File: src/rtl/shrimp_pkg.sv
// Shared types and default sizes for the shrimp execution unit.
package shrimp_pkg;

  localparam int DATA_W = 8;
  localparam int REG_AW = 4;

  // Opcode encodings; anything above OP_MUL decodes as a NOP.
  typedef enum logic [3:0] {
    OP_NOP = 4'd0,
    OP_MOV = 4'd1,
    OP_ADD = 4'd2,
    OP_SUB = 4'd3,
    OP_AND = 4'd4,
    OP_OR  = 4'd5,
    OP_XOR = 4'd6,
    OP_SHL = 4'd7,
    OP_SHR = 4'd8,
    OP_MUL = 4'd9
  } op_t;

  typedef enum logic [1:0] {
    ST_IDLE = 2'd0,
    ST_MUL  = 2'd1,
    ST_WB   = 2'd2
  } state_t;

endpackage

File: src/rtl/shrimp_mul8.sv
// Sequential shift-add multiplier: one partial product per cycle, W cycles.
// 'start' loads the operands; 'done' is high in the last iteration cycle and
// 'product' then shows the final result (it already includes that last add).
module shrimp_mul8 #(
  parameter int W     = 8,
  parameter int CNT_W = $clog2(W)
) (
  input  logic             clock,
  input  logic             reset_n,
  input  logic             start,
  input  logic [W-1:0]     a,
  input  logic [W-1:0]     b,
  output logic             done,
  output logic [2*W-1:0]   product
);

  logic [2*W-1:0] mcand_q;
  logic [W-1:0]   mplier_q;
  logic [2*W-1:0] acc_q, acc_d;
  logic [CNT_W-1:0] cnt_q;
  logic           run_q;

  // Accumulator plus the current partial product.
  always_comb begin
    acc_d = acc_q;
    if (mplier_q[0]) acc_d = acc_q + mcand_q;
  end

  assign product = acc_d;
  assign done    = run_q && (cnt_q == CNT_W'(W - 1));

  // Operand load on start, one shift-add step per cycle while running.
  always_ff @(posedge clock or negedge reset_n) begin
    if (!reset_n) begin
      mcand_q  <= '0;
      mplier_q <= '0;
      acc_q    <= '0;
      cnt_q    <= '0;
      run_q    <= 1'b0;
    end else if (start) begin
      mcand_q  <= {{W{1'b0}}, a};
      mplier_q <= b;
      acc_q    <= '0;
      cnt_q    <= '0;
      run_q    <= 1'b1;
    end else if (run_q) begin
      acc_q    <= acc_d;
      mcand_q  <= {mcand_q[2*W-2:0], 1'b0};
      mplier_q <= {1'b0, mplier_q[W-1:1]};
      cnt_q    <= cnt_q + 1'b1;
      if (done) run_q <= 1'b0;
    end
  end

endmodule

File: src/rtl/shrimp_exec_unit.sv
// Shrimp execution unit: single-cycle ALU ops plus a multi-cycle multiply,
// writing results to an external register file through a registered port.
//
// Handshake: an instruction transfers on a rising clock edge where
// issue_valid && issue_ready; issue_ready is low only while a multiply is in
// progress, and the issuer must hold its fields stable until the transfer.
module shrimp_exec_unit #(
  parameter int DATA_W = shrimp_pkg::DATA_W,
  parameter int REG_AW = shrimp_pkg::REG_AW
) (
  input  logic              clock,
  input  logic              reset_n,
  input  logic              issue_valid,
  output logic              issue_ready,
  input  logic [3:0]        issue_op,
  input  logic [REG_AW-1:0] issue_rd,
  input  logic [REG_AW-1:0] issue_ra,
  input  logic [REG_AW-1:0] issue_rb,
  output logic [REG_AW-1:0] reg_r_a_addr,
  output logic [REG_AW-1:0] reg_r_b_addr,
  input  logic [DATA_W-1:0] reg_r_a_val,
  input  logic [DATA_W-1:0] reg_r_b_val,
  output logic [REG_AW-1:0] reg_w_addr,
  output logic [DATA_W-1:0] reg_w_val,
  output logic              reg_w_enable,
  output logic              flag_z,
  output logic              flag_c,
  output logic              busy
);

  import shrimp_pkg::*;

  state_t              state_q, state_d;
  op_t                 op;
  logic                accept;
  logic [DATA_W-1:0]   opa, opb;
  logic [DATA_W-1:0]   alu_res;
  logic                alu_c;
  logic                alu_writes;
  logic                mul_start, mul_done;
  logic [2*DATA_W-1:0] mul_product;

  logic [REG_AW-1:0]   w_addr_q, w_addr_d;
  logic [DATA_W-1:0]   w_val_q, w_val_d;
  logic                w_en_q, w_en_d;
  logic                wb_c_q, wb_c_d;     // carry that goes with the pending write
  logic                flag_z_q, flag_z_d;
  logic                flag_c_q, flag_c_d;

  assign op          = op_t'(issue_op);
  assign issue_ready = (state_q != ST_MUL);
  assign accept      = issue_valid && issue_ready;
  assign busy        = (state_q != ST_IDLE);

  assign reg_r_a_addr = issue_ra;
  assign reg_r_b_addr = issue_rb;

  // Operand capture, forwarding the in-flight write while it is in WB.
  always_comb begin
    opa = reg_r_a_val;
    opb = reg_r_b_val;
    if (state_q == ST_WB && issue_ra == w_addr_q) opa = w_val_q;
    if (state_q == ST_WB && issue_rb == w_addr_q) opb = w_val_q;
  end

  // Single-cycle ALU; NOP, MUL and undefined encodings produce no write here.
  always_comb begin
    alu_res    = '0;
    alu_c      = 1'b0;
    alu_writes = 1'b1;
    case (op)
      OP_MOV: alu_res = opa;
      OP_ADD: {alu_c, alu_res} = {1'b0, opa} + {1'b0, opb};
      OP_SUB: begin
        alu_res = opa - opb;
        alu_c   = (opa < opb);
      end
      OP_AND: alu_res = opa & opb;
      OP_OR:  alu_res = opa | opb;
      OP_XOR: alu_res = opa ^ opb;
      OP_SHL: begin
        alu_res = {opa[DATA_W-2:0], 1'b0};
        alu_c   = opa[DATA_W-1];
      end
      OP_SHR: begin
        alu_res = {1'b0, opa[DATA_W-1:1]};
        alu_c   = opa[0];
      end
      default: alu_writes = 1'b0;
    endcase
  end

  shrimp_mul8 #(.W(DATA_W)) u_mul (
    .clock   (clock),
    .reset_n (reset_n),
    .start   (mul_start),
    .a       (opa),
    .b       (opb),
    .done    (mul_done),
    .product (mul_product)
  );

  // FSM next state, write-port next values and flag update at the commit edge.
  always_comb begin
    state_d   = state_q;
    w_addr_d  = w_addr_q;
    w_val_d   = w_val_q;
    w_en_d    = 1'b0;
    wb_c_d    = wb_c_q;
    flag_z_d  = flag_z_q;
    flag_c_d  = flag_c_q;
    mul_start = 1'b0;

    // The write held during WB commits at the edge that ends WB.
    if (state_q == ST_WB) begin
      flag_z_d = (w_val_q == '0);
      flag_c_d = wb_c_q;
    end

    case (state_q)
      ST_MUL: begin
        if (mul_done) begin
          state_d = ST_WB;
          w_val_d = mul_product[DATA_W-1:0];
          wb_c_d  = |mul_product[2*DATA_W-1:DATA_W];
          w_en_d  = 1'b1;
        end
      end
      ST_IDLE, ST_WB: begin
        state_d = ST_IDLE;
        if (accept) begin
          if (op == OP_MUL) begin
            state_d   = ST_MUL;
            w_addr_d  = issue_rd;
            mul_start = 1'b1;
          end else if (alu_writes) begin
            state_d  = ST_WB;
            w_addr_d = issue_rd;
            w_val_d  = alu_res;
            wb_c_d   = alu_c;
            w_en_d   = 1'b1;
          end
        end
      end
      default: state_d = ST_IDLE;
    endcase
  end

  // State and registered write-port / flag storage.
  always_ff @(posedge clock or negedge reset_n) begin
    if (!reset_n) begin
      state_q  <= ST_IDLE;
      w_addr_q <= '0;
      w_val_q  <= '0;
      w_en_q   <= 1'b0;
      wb_c_q   <= 1'b0;
      flag_z_q <= 1'b0;
      flag_c_q <= 1'b0;
    end else begin
      state_q  <= state_d;
      w_addr_q <= w_addr_d;
      w_val_q  <= w_val_d;
      w_en_q   <= w_en_d;
      wb_c_q   <= wb_c_d;
      flag_z_q <= flag_z_d;
      flag_c_q <= flag_c_d;
    end
  end

  assign reg_w_addr   = w_addr_q;
  assign reg_w_val    = w_val_q;
  assign reg_w_enable = w_en_q;
  assign flag_z       = flag_z_q;
  assign flag_c       = flag_c_q;

endmodule

File: config.mk
export PLATFORM = sky130hd
export DESIGN_NAME = shrimp_exec_unit
export DESIGN_NICKNAME = d
export VERILOG_FILES = /design/src/rtl/shrimp_pkg.sv /design/src/rtl/shrimp_mul8.sv /design/src/rtl/shrimp_exec_unit.sv
export SDC_FILE = /design/constraint.sdc
export NUM_CORES = 1
export LEC_CHECK = 0
export ABC_AREA = 1
export CORE_MARGIN = 2
export CORE_UTILIZATION = 58
export CTS_CLUSTER_SIZE = 25
export DETAILED_ROUTE_END_ITERATION = 12
export GPL_TIMING_DRIVEN = 0
export PLACE_DENSITY = 0.88
export SYNTH_ARGS = -nofsm -noshare
export SYNTH_HDL_FRONTEND = slang
export SYNTH_SLANG_ARGS = --single-unit
File: constraint.sdc
create_clock -name clock -period 4.2 [get_ports clock]
set_input_delay 0.42 -clock clock [delete_from_list [all_inputs] [get_ports clock]]
set_output_delay 0.42 -clock clock [all_outputs]
set_load 0.02 [all_outputs]
======== Yosys cells after proc, flatten, opt, wreduce, memory -nomap -nowiden ========
Index checks and enable logic that the tools add are counted.
operators by class
  reduce and logical (&&, ||, !) cells .... 15
  bitwise logic cells ..................... 3
  eq/ne operators ......................... 19
  add/subtract/negate cells ............... 4
  muxes and demuxes ....................... 42
  order comparisons ....................... 1
operators by type and width
  cell                count
  $mux 16             5
  $mux 8              8
  $pmux 8 s8          1
  $add 16x16->16      1
  $eq 4x3->1 const B  4
  $pmux 8 s2          1
  $reduce_or 8->1     2
  $mux 1              15
  $add 8x8->9         1
  $and 8x8->8         1
  $eq 4x2->1 const B  2
  $eq 4x4->1          2
  $eq 4x4->1 const B  2
  $logic_not 8->1     1
  $lt 8x8->1          1
  $mux 2              4
  $mux 4              2
  $ne 2x2->1 const B  4
  $or 8x8->8          1
  $reduce_bool 2->1   4
  $sub 8x8->8         1
  $xor 8x8->8         1
  $mux 3              2
  $reduce_and 5->1    1
  other kinds (13)    17
storage, ports and cells
  register bits ........................... 62
  bits of input ports ..................... 35
  output and inout bits ................... 25

======== Depth between registers and ports, before layout ========
  depth after elaboration ................. 9
  mapped depth ............................ 27
  gate-level depth less buffers ........... 26

======== Modules after synthesis ========
From an unflattened synthesis, not the netlist that was laid out.
second synthesis, totals
  cells, all modules ...................... 784
  area total of the unflattened synthesis .. 5406.4 sq um
by module, submodules not included
  module            instances  cells each  sequential area each (sq um)  area each (sq um)
  shrimp_mul8       1          392         1101.1                        2845.2
  shrimp_exec_unit  1          392         450.4                         2561.2

======== Least setup slack after synthesis ========
OpenSTA, ideal clock, no wires.
  path kind ............................... reg-to-reg
  from .................................... reg w_addr_q[0] (netlist: reg_w_addr[0])
  to ...................................... reg w_val_q[6] (netlist: reg_w_val[6])
  clock period less this slack ............ 3.006 ns
  cell stages (with the launch flop) ...... 24
  setup slack ............................. 1.194 ns
  data required time ...................... 4.082 ns
  data arrival time ....................... 2.889 ns
  cell sequence ........................... dfrtp_1 nand2_1 nand2_1 nor2_1 nand3_2 clkbuf_1 nand2_1 o21ai_0 inv_1 ha_1 inv_1 fa_1 inv_1 nand3_1 nand2_1 nand2_1 nand2_1 a21oi_1 nor2_1 nor2_1 nor3_1 nand2_1 a21oi_1 nor2_1
between the ends
  longest elaborated chain between the ends .. 9
  elaborated cells on any way between the ends .. 16
ends and longest elaborated chain
  element                                      RTL line                                        RTL
  start, declared                              shrimp_exec_unit.sv:43                          logic [REG_AW-1:0] w_addr_q, w_addr_d;
  start signal, assigned                       shrimp_exec_unit.sv:161                         w_addr_q <= w_addr_d;
  $eq 4x4->1, on equally long branches         shrimp_exec_unit.sv:62, shrimp_exec_unit.sv:63
  $logic_and 1x1->1, on equally long branches  shrimp_exec_unit.sv:62, shrimp_exec_unit.sv:63
  $mux 8, on equally long branches             shrimp_exec_unit.sv:62, shrimp_exec_unit.sv:63
  $sub 8x8->8 (tied with other cells)          shrimp_exec_unit.sv:75                          alu_res = opa - opb;
  $pmux 8 s8 (*)                               shrimp_exec_unit.sv:71                          case (op)
  $mux 8 (*)                                   shrimp_exec_unit.sv:136                         end else if (alu_writes) begin
  $mux 8 (*)                                   shrimp_exec_unit.sv:132                         if (op == OP_MUL) begin
  $mux 8 (*)                                   shrimp_exec_unit.sv:131                         if (accept) begin
  $pmux 8 s2 (*)                               shrimp_exec_unit.sv:120                         case (state_q)
  end signal, assigned                         shrimp_exec_unit.sv:162                         w_val_q <= w_val_d;
  end, declared                                shrimp_exec_unit.sv:44                          logic [DATA_W-1:0] w_val_q, w_val_d;
Mark *: on every way between the ends. The rest lies on a longest branch, timed or not. The select of a mux whose other input is x is not followed.
A chain may end at the register's enable or synchronous reset.

======== Final worst setup path ========
  from .................................... in issue_rb[1]
  to ...................................... reg wb_c_q
between the ends
  longest elaborated chain between the ends .. 9
  elaborated cells on any way between the ends .. 10
ends and longest elaborated chain
  element                                           RTL line                                        RTL
  start, declared                                   shrimp_exec_unit.sv:18                          input logic [REG_AW-1:0] issue_rb,
  $eq 4x4->1 (*)                                    shrimp_exec_unit.sv:63                          if (state_q == ST_WB && issue_rb == w_addr_q) opb = w_val_q;
  $logic_and 1x1->1 (*)                             shrimp_exec_unit.sv:63
  $mux 8 (*)                                        shrimp_exec_unit.sv:63
  $add 8x8->9 / $lt 8x8->1 (equally long branches)  shrimp_exec_unit.sv:73, shrimp_exec_unit.sv:76
  $pmux 1 s4 (*)                                    shrimp_exec_unit.sv:71
  $mux 1 (*)                                        shrimp_exec_unit.sv:136
  $mux 1 (*)                                        shrimp_exec_unit.sv:132
  $mux 1 (*)                                        shrimp_exec_unit.sv:131
  $pmux 1 s2 (*)                                    shrimp_exec_unit.sv:120
  end signal, assigned                              shrimp_exec_unit.sv:164                         wb_c_q <= wb_c_d;
  end, declared                                     shrimp_exec_unit.sv:46                          logic wb_c_q, wb_c_d;
Marked as above.

==> flow_summary.yaml <==
placed_design:
  place_ws_ns: -0.00911
  hpwlAfterDp_um: 12300
  port_buffers: 59
  gp_congestion: 0.950
detailed_routing:
  drc: 0
  wl_um: 15700
  viasPerCell: 5.78
  via_count: 5414
  wl_per_cell_um: 16.8
  drt_iter0_markers: 439
  drt-pass1-iter-count: 7
  detail-route-antenna-nets: 0
status:
  status: "completed"
layout:
  fin_nets: 903
  area_growth_pct: 18.2
  fillers: 718
  drive_gt1_frac: 0.0893
  num_antenna_cells: 0
global_route:
  antenna_found_initial: 0
  grt_pass1_wl_um: 25400
  grt_start_max_net_pins: 40
  grt_usage: 0.325
  overflow: 0
  grt_pass1_vias: 5240
sta:
  setup_viol: 0
  finalCriticalPeriod_ns: 3.86
  worstMarginPinSlew_ns: 0.879
  maxSlewHeadroom: 0.410
  max_freq_ghz: 0.259
  fin_crit_sh: 0.919
  hold_viol: 0
  clock_skew_ns: 0.0140
  grt_setup_unrepaired: "no"
  setup_slack_ns: 0.341
  drv_slew: 0
logic_synthesis:
  syn_nets: 832
  synthCells: 753
  yosys.area.top_type: "dfrtp_1"
  netlist-cell-type-count: 48
  avgSynthCellArea_um2: 6.97
  netlist.area_leader.share: 0.296
  synthTopCellsByArea: "dfrtp_1 (30%), nand2_1 (13%), ha_1 (10%)"
  synth.yosys.seq_area_share: 0.296
  syn_area_um2: 5250
  ys_ff_latch: 62
  yosysWarnings: 0
clock_tree:
  cts.sinks: 62
  insertion_delay_ns: 0.37
  htreeDepth: 3
  cts_tree: "built"
  clk_pin_slew_worst_paths_ns: 0.08
  cts_setup_buffers: 0
  cts_hold_buf: 0
  cts_buffer_depth: 2
  root_buffer: "clkbuf_8"
  numCtsBuffers: 9
floorplanning:
  fp.dieH_um: 99.1
  core_area_um2: 8760
  die_x_um: 99.1
  start_util: 0.599
  dieArea_um2: 9820
  ios: 60
  rows: 34
worst_setup_path:
  endpoint_kind: "flip-flop"
  crit_required_ns: 4.51
  start_kind: "primary input"
  worst-setup-path-type: "in2reg"
  cp.arrival_ns: 4.17
  worstPathMaxFanout: 10
power_and_ir_drop:
  p_leak_nw: 3.15
  powerDensity_nw_per_um2: 530
  power_mw: 3.29
  vdd_drop_max_mv: 0.225
job:
  drv_cap: 0
min_path:
  hold_class: "in2async"
routing by layer:
layer / routed length (um) / vias to the layer above / global-route usage / share of wire
li1: - / 2614 / - / -
met1: 6310 / 2505 / 0.397 / 0.40
met4: 611 / 0 / 0.133 / 0.039
met3: 1020 / 47 / 0.0520 / 0.065
met5: 0 / - / 0 / 0
met2: 7800 / 248 / 0.572 / 0.50
cell type report:
| cell class | count | area, um2 | share of cell area |
|---|---|---|---|
| multi-input combinational | 536 | 3060 | 0.493 |
| sequential | 62 | 1550 | 0.250 |
| timing repair buffer | 60 | 606 | 0.0976 |
| inverter | 128 | 480 | 0.0775 |
| buffer | 27 | 160 | 0.0258 |
| tap | 108 | 135 | 0.0218 |
| clock buffer | 10 | 128 | 0.0206 |
| clock inverter | 6 | 86.3 | 0.0139 |
flip-flops by register name, indices dropped and copies added (netlist names), 2 cells and up:
| signal | cells |
|---|---|
| reg_w_addr | 4 |
| reg_w_val | 8 |
| state_q | 2 |
| u_mul.acc_q | 16 |
| u_mul.cnt_q | 3 |
| u_mul.mcand_q | 16 |
| u_mul.mplier_q | 8 |
path summary, 6_finish.rpt:
check | from | to | slack [ns] | depth (start not counted)
worst max-delay path | issue_rb[1] | wb_c_q$_DFFE_PN0P_ | 0.34 | 28
worst min-delay path | reset_n | u_mul.mcand_q[13]$_DFFE_PN0P_ | 0.03 | 1
worst max register to register | reg_w_addr[0]$_DFFE_PN0P_ | wb_c_q$_DFFE_PN0P_ | 0.49 | 26
worst min register to register | flag_z$_DFFE_PN0N_ | flag_z$_DFFE_PN0N_ | 0.49 | 2
max in group asynchronous | reset_n | u_mul.mplier_q[4]$_DFFE_PN0P_ | 3.56 | 2
min in group clock | flag_z$_DFFE_PN0N_ | flag_z$_DFFE_PN0N_ | 0.49 | 2
placed cells by master (no fill, tap or decap), types with 11 or more instances in the layout:
master and count:
clkdlybuf4s50_1 58, nand3_1 39, dfrtp_1 62, nor2_1 51, o22ai_1 17, inv_1 117, nor3_1 11, a21oi_1 40
nand2_1 181, nand2_2 11, ha_1 42, o21ai_0 58, o221ai_1 16
Yosys cell counts, drive strengths merged:
cell     instances
o21ai           70
and2             1
o31ai            1
clkbuf           9
or2              1
a21oi           42
nor4             4
nand4            4
o2111ai          1
o41ai            1
nand3           41
a211oi           3
inv            126
nor2            55
o211ai           1
dfrtp           62
fa               2
a22o             3
nand3b           4
xnor2            4
ha              42
buf             18
o221ai          16
clkinv           2
nand2          193
o21bai           3
nor3            11
a22oi            1
o22ai           17
xor2             5
a31oi            2
a21o             4
a221oi           4
where the power goes:
part           switching, mW  internal, mW
registers              0.182         0.810
clock network          0.260         0.333
logic                   1.08         0.623
total                   1.52          1.77
through the flow:
stage,setup TNS (ns),hold slack [ns],util,std cells,cell area (um2)
3_5_place_dp,-0.00911,0.441,0.683,921,5990
6_report,0,0.0337,0.708,937,6200
2_1_floorplan,0,0.124,-,753,5250
4_1_cts,0,0.0625,0.708,937,6200
5_1_grt,0,0.0927,0.708,937,6200
3_3_place_gp,0,0.454,0.682,920,5970
repair_timing:
action,CTS,global route
endpoints found under the hold margin,0,0
gates resized for setup,0,2
endpoints found under the setup margin,0,1
kinds of logic (layout without fill, tap and decap cells):
kind of cell,count (synthesis),in the layout,share of synthesized area
AND/OR/NAND/NOR,314,314,0.258
XOR/XNOR,9,9,0.0150
flip-flops,62,62,0.296
buffers and inverters,155,231,0.122
AO/OA/AOI/OAI,169,169,0.202
adder cells (fa/ha/maj),44,44,0.108
critical path, cell delays in order:
cell and delay, ns:
clkdlybuf4s50_1 0.50, inv_1 0.05, nand2_1 0.05, nand2_1 0.05
nor2_1 0.24, nand3_2 0.21, clkbuf_2 0.24, nand2_1 0.09
o21ai_0 0.12, inv_1 0.20, ha_1 0.21, inv_1 0.08
fa_1 0.40, inv_1 0.09, nand3_1 0.07, nand2_1 0.11
nand2_1 0.08, nand2_1 0.07, a21oi_1 0.08, nor2_1 0.14
o21ai_0 0.09, nand2_1 0.06, a21oi_1 0.05, nand2_1 0.21
nand2_1 0.07, nand2_1 0.07, nand2_1 0.04, nand2_1 0.06
No activity file was read; power rests on OpenSTA's default activity.
